**src/rtl/rr_arb_mux.sv**
```systemverilog
// N-way round-robin arbitrated mux with a one-entry registered output buffer.
// Optional multi-beat packet locking is enabled with `define RR_ARB_MUX_LOCK_EN.
module rr_arb_mux #(
  parameter int unsigned nbits = 32,
  parameter int unsigned nreqs = 4
) (
  input  logic                          clk,
  input  logic                          rst,
  input  logic [nreqs-1:0]              in_val,
  output logic [nreqs-1:0]              in_rdy,
  input  logic [nreqs*nbits-1:0]        in_msg,
`ifdef RR_ARB_MUX_LOCK_EN
  input  logic [nreqs-1:0]              in_last,
`endif
  output logic                          out_val,
  input  logic                          out_rdy,
  output logic [nbits-1:0]              out_msg,
  output logic [$clog2(nreqs)-1:0]      out_sel
);

  localparam int unsigned SELW = $clog2(nreqs);
  localparam int unsigned NR   = nreqs;

  logic            r_out_val;
  logic [nbits-1:0] r_out_msg;
  logic [SELW-1:0] r_out_sel;
  logic [SELW-1:0] r_ptr;

  logic            w_space;
  logic            w_found;
  logic [SELW-1:0] w_gidx;
  logic            w_xfer;
  logic [SELW-1:0] w_ptr_nxt;
  logic            w_adv;

  // Index of the k-th channel after base, wrapping modulo nreqs.
  function automatic logic [SELW-1:0] wrap_idx(input int unsigned base, input int unsigned k);
    int unsigned s;
    s = base + k;
    if (s >= nreqs) s = s - nreqs;
    return SELW'(s);
  endfunction

`ifdef RR_ARB_MUX_LOCK_EN
  logic            r_lock;
  logic [SELW-1:0] r_lidx;
`endif

  // Round-robin search starting at the priority pointer.
  always_comb begin
    w_found = 1'b0;
    w_gidx  = '0;
    for (int unsigned k = 0; k < nreqs; k++) begin
      if (!w_found && in_val[wrap_idx(32'(r_ptr), k)]) begin
        w_found = 1'b1;
        w_gidx  = wrap_idx(32'(r_ptr), k);
      end
    end
`ifdef RR_ARB_MUX_LOCK_EN
    // A locked packet owns the output until its last beat.
    if (r_lock) begin
      w_found = in_val[r_lidx];
      w_gidx  = r_lidx;
    end
`endif
  end

  assign w_space   = !r_out_val || out_rdy;
  assign w_xfer    = w_found && w_space && !rst;
  assign in_rdy    = w_xfer ? (NR'(1) << w_gidx) : '0;
  assign w_ptr_nxt = (w_gidx == SELW'(nreqs - 1)) ? '0 : w_gidx + SELW'(1);

`ifdef RR_ARB_MUX_LOCK_EN
  assign w_adv = in_last[w_gidx];
`else
  assign w_adv = 1'b1;
`endif

  always_ff @(posedge clk) begin
    if (rst) begin
      r_out_val <= 1'b0;
      r_out_msg <= '0;
      r_out_sel <= '0;
      r_ptr     <= '0;
    end else if (w_xfer) begin
      r_out_val <= 1'b1;
      r_out_msg <= in_msg[32'(w_gidx)*nbits +: nbits];
      r_out_sel <= w_gidx;
      if (w_adv) r_ptr <= w_ptr_nxt;
    end else if (r_out_val && out_rdy) begin
      r_out_val <= 1'b0;
    end
  end

`ifdef RR_ARB_MUX_LOCK_EN
  always_ff @(posedge clk) begin
    if (rst) begin
      r_lock <= 1'b0;
      r_lidx <= '0;
    end else if (w_xfer) begin
      r_lock <= !in_last[w_gidx];
      if (!in_last[w_gidx]) r_lidx <= w_gidx;
    end
  end
`endif

  assign out_val = r_out_val;
  assign out_msg = r_out_msg;
  assign out_sel = r_out_sel;

endmodule

```
**config.mk**
```make
export PLATFORM = sky130hd
export DESIGN_NAME = rr_arb_mux
export DESIGN_NICKNAME = d
export VERILOG_FILES = /design/src/rtl/rr_arb_mux.sv
export SDC_FILE = /design/constraint.sdc
export NUM_CORES = 1
export LEC_CHECK = 0
export ABC_AREA = 1
export ABC_CLOCK_PERIOD_IN_PS = 1590
export BUFFER_PORTS_ARGS = -buffer_cell sky130_fd_sc_hd__buf_2
export CAP_MARGIN = 20
export CELL_PAD_IN_SITES_DETAIL_PLACEMENT = 2
export CELL_PAD_IN_SITES_GLOBAL_PLACEMENT = 2
export CORE_MARGIN = 2
export CORE_UTILIZATION = 18
export CTS_BUF_LIST = sky130_fd_sc_hd__clkbuf_4
export DETAILED_ROUTE_END_ITERATION = 10
export PLACE_DENSITY_LB_ADDON = 0.15
export RECOVER_POWER = 50
export SETUP_SLACK_MARGIN = 0.4
export SYNTH_ARGS = -nofsm -noshare
export SYNTH_HDL_FRONTEND = slang
export SYNTH_SLANG_ARGS = --single-unit
```
**constraint.sdc**
```tcl
create_clock -name clk -period 1.59 [get_ports clk]
set_input_delay 0.159 -clock clk [delete_from_list [all_inputs] [get_ports clk]]
set_output_delay 0.159 -clock clk [all_outputs]
set_load 0.005 [all_outputs]
```
Yosys cells after proc, flatten, opt, wreduce, memory -nomap -nowiden:

Cells that the tools add are included.

* mux-type cells: 24
* reduce and logical (&&, ||, !) cells: 13
* $lt $le $gt $ge: 8
* add/subtract/negate cells: 8
* eq/ne operators: 1
* shifts and indexed selects: 2

Operators with widths (number)
* indexed part select 128 x 8 -> 32 bit: 1
* 2-to-1 mux 2 bit: 9
* less-than comparator 2 x 3 -> 1 bit (second input constant): 4
* 2-to-1 mux 1 bit: 10
* greater-or-equal comparator 3 bit (second input constant): 3
* binary-select mux 1 bit (select 2 bit): 4
* subtractor 2 x 1 -> 2 bit (second input constant): 4
* adder 2 x 2 -> 3 bit (second input constant): 2
* logical AND 1 bit: 6
* logical NOT 1 bit: 5
* 2-to-1 mux 4 bit: 1
* << shifter 1 x 2 -> 4 bit (first input constant): 1
* adder 2 x 1 -> 3 bit (second input constant): 1
* greater-or-equal comparator 2 x 3 -> 1 bit (second input constant): 1
* adder 2 x 1 -> 2 bit (second input constant): 1
* equality test 2 bit (second input constant): 1
* nonzero test 2 bit: 1
* logical OR 1 bit: 1

* register bits: 37
* word-level logic and storage cells: 60
* bits of input ports: 135
* output and inout bits: 39

Logic depth before layout (Yosys ltp):

* depth in word-level cells: 17
* gate-level depth with buffers: 17
* gate-level depth less buffers: 15

Least setup slack after synthesis:

No wires, ideal clock.

* path kind: reg-to-reg
* from: reg r_ptr[0]
* to: reg r_out_msg[0], in the netlist out_msg[0]
* setup time: 113 ps
* buffers on the path: 3
* required time: 1477 ps
* arrival: 1589 ps
* period minus slack after synthesis: 1702 ps
* slack: -112 ps
* stages on the path, launching flop included: 15
* cell sequence: dfxtp_1 > buf_4 > nand2_1 > nand3_1 > nand2_1 > nor2_2 > nand3_2 > buf_4 > buf_2 > nand4_1 > nand2_1 > nand2_1 > nand2_1 > nand2_1 > nand2_1

* longest elaborated chain between the ends: 16
* elaborated cells on any way between the ends: 40
* those cells by class: 7 x add/sub; 4 x order compare; 1 x shift; 20 x mux; 8 x reduce/logical

RTL lines
* start, declared: RTL line 27 `logic [SELW-1:0] r_ptr;`
* start signal, assigned: RTL line 89 `if (w_adv) r_ptr <= w_ptr_nxt;`
* branches (longest 16 deep; another with adder 2 x 1 -> 3 bit)
* end signal, assigned: RTL line 87 `r_out_msg <= in_msg[32'(w_gidx)*nbits +: nbits];`
* end, declared: RTL line 25 `logic [nbits-1:0] r_out_msg;`

Several ways; the timed one is not identified. The select of a mux whose other input is x is not followed.
A chain may end at the register's enable or synchronous reset.

Worst setup path after layout:

* from: reg r_ptr[0]
* to: out in_rdy[3]

* longest elaborated chain between the ends: 17
* elaborated cells on any way between the ends: 41
* those cells by class: 7 x add/sub; 4 x order compare; 1 x shift; 21 x mux; 8 x reduce/logical

RTL lines
* branches (longest 16 deep; another with adder 2 x 1 -> 3 bit)
* 2-to-1 mux 4 bit *: RTL line 70 `assign in_rdy = w_xfer ? (NR'(1) << w_gidx) : '0;`
* end, declared: RTL line 10 `output logic [nreqs-1:0] in_rdy,`

Mark *: on every way between the ends. The select of a mux whose other input is x is not followed.

==> run summary <==
Post-DP HPWL = 11.0 mm
Gate Count Post-Synth = 551
initial DRC count = 106
met2 usage = 31.5%
row count = 47
largest net degree at the start of global routing = 65
Max VDD drop = 1.02 mV
final setup fails = 41
Final Hold Viols = 0
syn_nets = 686
post-route clock skew = 0.00422 ns
post-route insts no fill = 986
Vias = 4457
WHS Path Cells = 7
Final #Nets = 898
post-route cell area = 5410 um^2
slew of the pin with the lowest slew margin = 0.431 ns
Max Root-Sink Buffers = 2
part of the Yosys area used for sequential elements = 24.8%
R2R Path Start = r_ptr[0]
vias in the first global route = 4720
Seq cells post-synth = 37
Post-route DRC = 0
CP Capture Type = output port
worst hold path class = input port to flip-flop
CP startpoint = r_ptr[0]
Worst R2R Setup Slack = -0.67 ns
global-route wire length before repair = 23.8 mm
startpoint types = flip-flop
Avg Cell Area, Syn = 5.43 um^2
Synth area leader = nand2_1
Critical Path Sink = in_rdy[3]
Slew HR = 71.3%
root buf cell = clkbuf_4
clock sink count = 37
Initial Utilization = 18.2%
Slew Limit Fails = 0
share of the clock period used by the worst path = 142%
dpl ws = -0.623 ns
IO buf count = 173
Final GP Congestion = 0.804
GR met3 Demand/Resource = 3.49%
outcome = complete, but fails checks
post-detailed-route count of antenna-violating nets = 0
fmax = 443 MHz
clock buffer count from CTS = 5
global-route met1 utilization = 18.7%
clock-pin slew on the worst setup and hold paths = 0.14 ns
Placed Area = 4320 um^2
count of placed standard cells including taps = 936
Slowest Stage Delay on Critical Path = 0.46 ns
synth top area cells = nand2_1 41%, dfxtp_1 25%, nand4_1 13%, nand3_1 7.0%, buf_2 5.0%
shortest period the worst path allows = 2.26 ns
worst skew pair latency = 0.37 ns
Top Usage Layer GRT = met2
chip height = 133 um
DR WL/cell = 17.0 um
CP Cell Sequence = buf_6 > nand2_2 > nand3_2 > nand2_2 > nor2_4 > nand3_4 > buf_6 > nand3_4 > clkinv_4 > nand2_4 > nor2_1 > buf_2
RSZ-0062 raised after global routing = yes
layout cells sized above 1 = 42.9%
CORE AREA = 16400 um^2
fillers = 1994
PwrDens = 2840 nW/um^2
GRT Residual Overflow = 0
die area = 17700 um^2
Leak = 3.05 nW
First-pass DRT Iterations = 4
H-tree depth = 2
Netlist cell types = 17
TritonCTS clock tree = yes
crit path DAT = 2.10 ns
Die Span X = 133 um
required time of the worst setup path = 1.43 ns
Synth top area share = 41.2%
GRT Total Usage = 16.8%
setup slack after layout = -0.665 ns
failing checks = setup timing
Final Util = 33.0%
Setup CP Type = flip-flop to output port
RR Endpoint = out_sel[0]
Max-Cap Viols = 0
initial antenna violation count = 2
crit path max fanout = 7
Crit-path slowest cell = dfxtp_4
Yosys warnings = 0
R2R depth = 16
hold_sp = in_msg[72]
routed vias/inst = 4.52
Ports = 174
drt total wl = 16.8 mm
Cell Area, Synth = 2990 um^2
Syn-to-layout area delta = 80.8%
worst min-delay path by stage:
stage,to,slack (ns)
floorplan,out_sel[1],0.23
global placement,out_sel[1],0.36
detailed placement,out_sel[1],0.36
CTS,out_msg[8],0.12
global route,out_msg[20],0.16
finish,out_msg[8],0.15
cells by family (layout without fill, tap and decap cells):
logic type	Yosys count	after routing	synth area share (%)
other	0	2	0
flip-flops	37	37	24.8
AO/OA/AOI/OAI	5	5	0.878
AND/OR/NAND/NOR	446	446	63.8
buffers and inverters	63	276	10.5
layer usage:
layer	share of wire (%)	vias up	wire length (um)
li1	-	2212	-
met1	40	2113	6760
met2	54	115	9040
met3	4.0	17	673
met4	1.8	0	294
met5	0	-	0
worst max-delay path, delay by kind of cell (launching register included):
kind	cells	cell delay [ns]
simple gates	8	0.78
flops	1	0.46
buf+inv	4	0.49
cells in the mapped netlist:
cell / n
nand2_1: 328
nand4_1: 64
nand3_1: 42
dfxtp_1: 37
buf_2: 30
inv_1: 13
nor2_1: 8
clkbuf_1: 7
buf_4: 5
a21oi_1: 3
buf_6: 3
inv_2: 3
nand3_2: 3
clkinv_1: 2
a31oi_1: 1
nor2_2: 1
o21ai_0: 1
through the flow:
stage / total power, mW / hold slack [ns] / TNS (ns)
2_1_floorplan: 7.54 / 0.228 / -0.658
5_1_grt: 17.0 / 0.160 / -25.04
3_5_place_dp: 11.0 / 0.364 / -21.55
4_1_cts: 13.0 / 0.121 / -18.88
3_3_place_gp: 10.7 / 0.358 / -16.40
6_report: 15.4 / 0.148 / -20.37
layout by cell type, fill, tap and decap left out, drive strengths merged:
master	count
nand3	45
clkinv	3
diode	2
clkbuf	25
a31oi	1
nand4	64
o21ai	1
dlygate4sd3	1
nor2	9
inv	16
nand2	328
a21oi	3
clkinvlp	1
buf	229
dfxtp	37
bufinv	1
area by class of cell:
| type | instances | area (um^2) | share of cell area (%) |
|---|---|---|---|
| Timing Repair Buffer | 250 | 1890 | 35.0 |
| Antenna cell | 2 | 5.00 | 0.0926 |
| Clock inverter | 3 | 46.3 | 0.856 |
| Sequential cell | 37 | 748 | 13.8 |
| Tap cell | 220 | 275 | 5.09 |
| Multi-Input combinational cell | 451 | 2320 | 42.9 |
| Inverter | 18 | 82.6 | 1.53 |
| Clock buffer | 5 | 37.5 | 0.694 |
sequential cells by signal, indices dropped and copies added, names as in the netlist:
signal and count:
out_sel 2, out_msg 32, r_ptr 2, out_val 1
report_power, final:
group          switching, mW  total [mW]  internal, mW
Clock                  0.393       0.726         0.333
Sequential             0.242        1.55          1.31
Combinational           7.17        13.1          5.93
timing repair:
item | 4_1_cts | 5_1_grt
buffers inserted | 15 | 12
gates resized for setup | 53 | 90
endpoints found under the setup margin | 41 | 41
gates cloned | 1 | 11
pin swaps | 15 | 49
hold buffers | 1 | 0
hold endpoints to repair | 2 | 0
(Power assumes the default switching activity.)
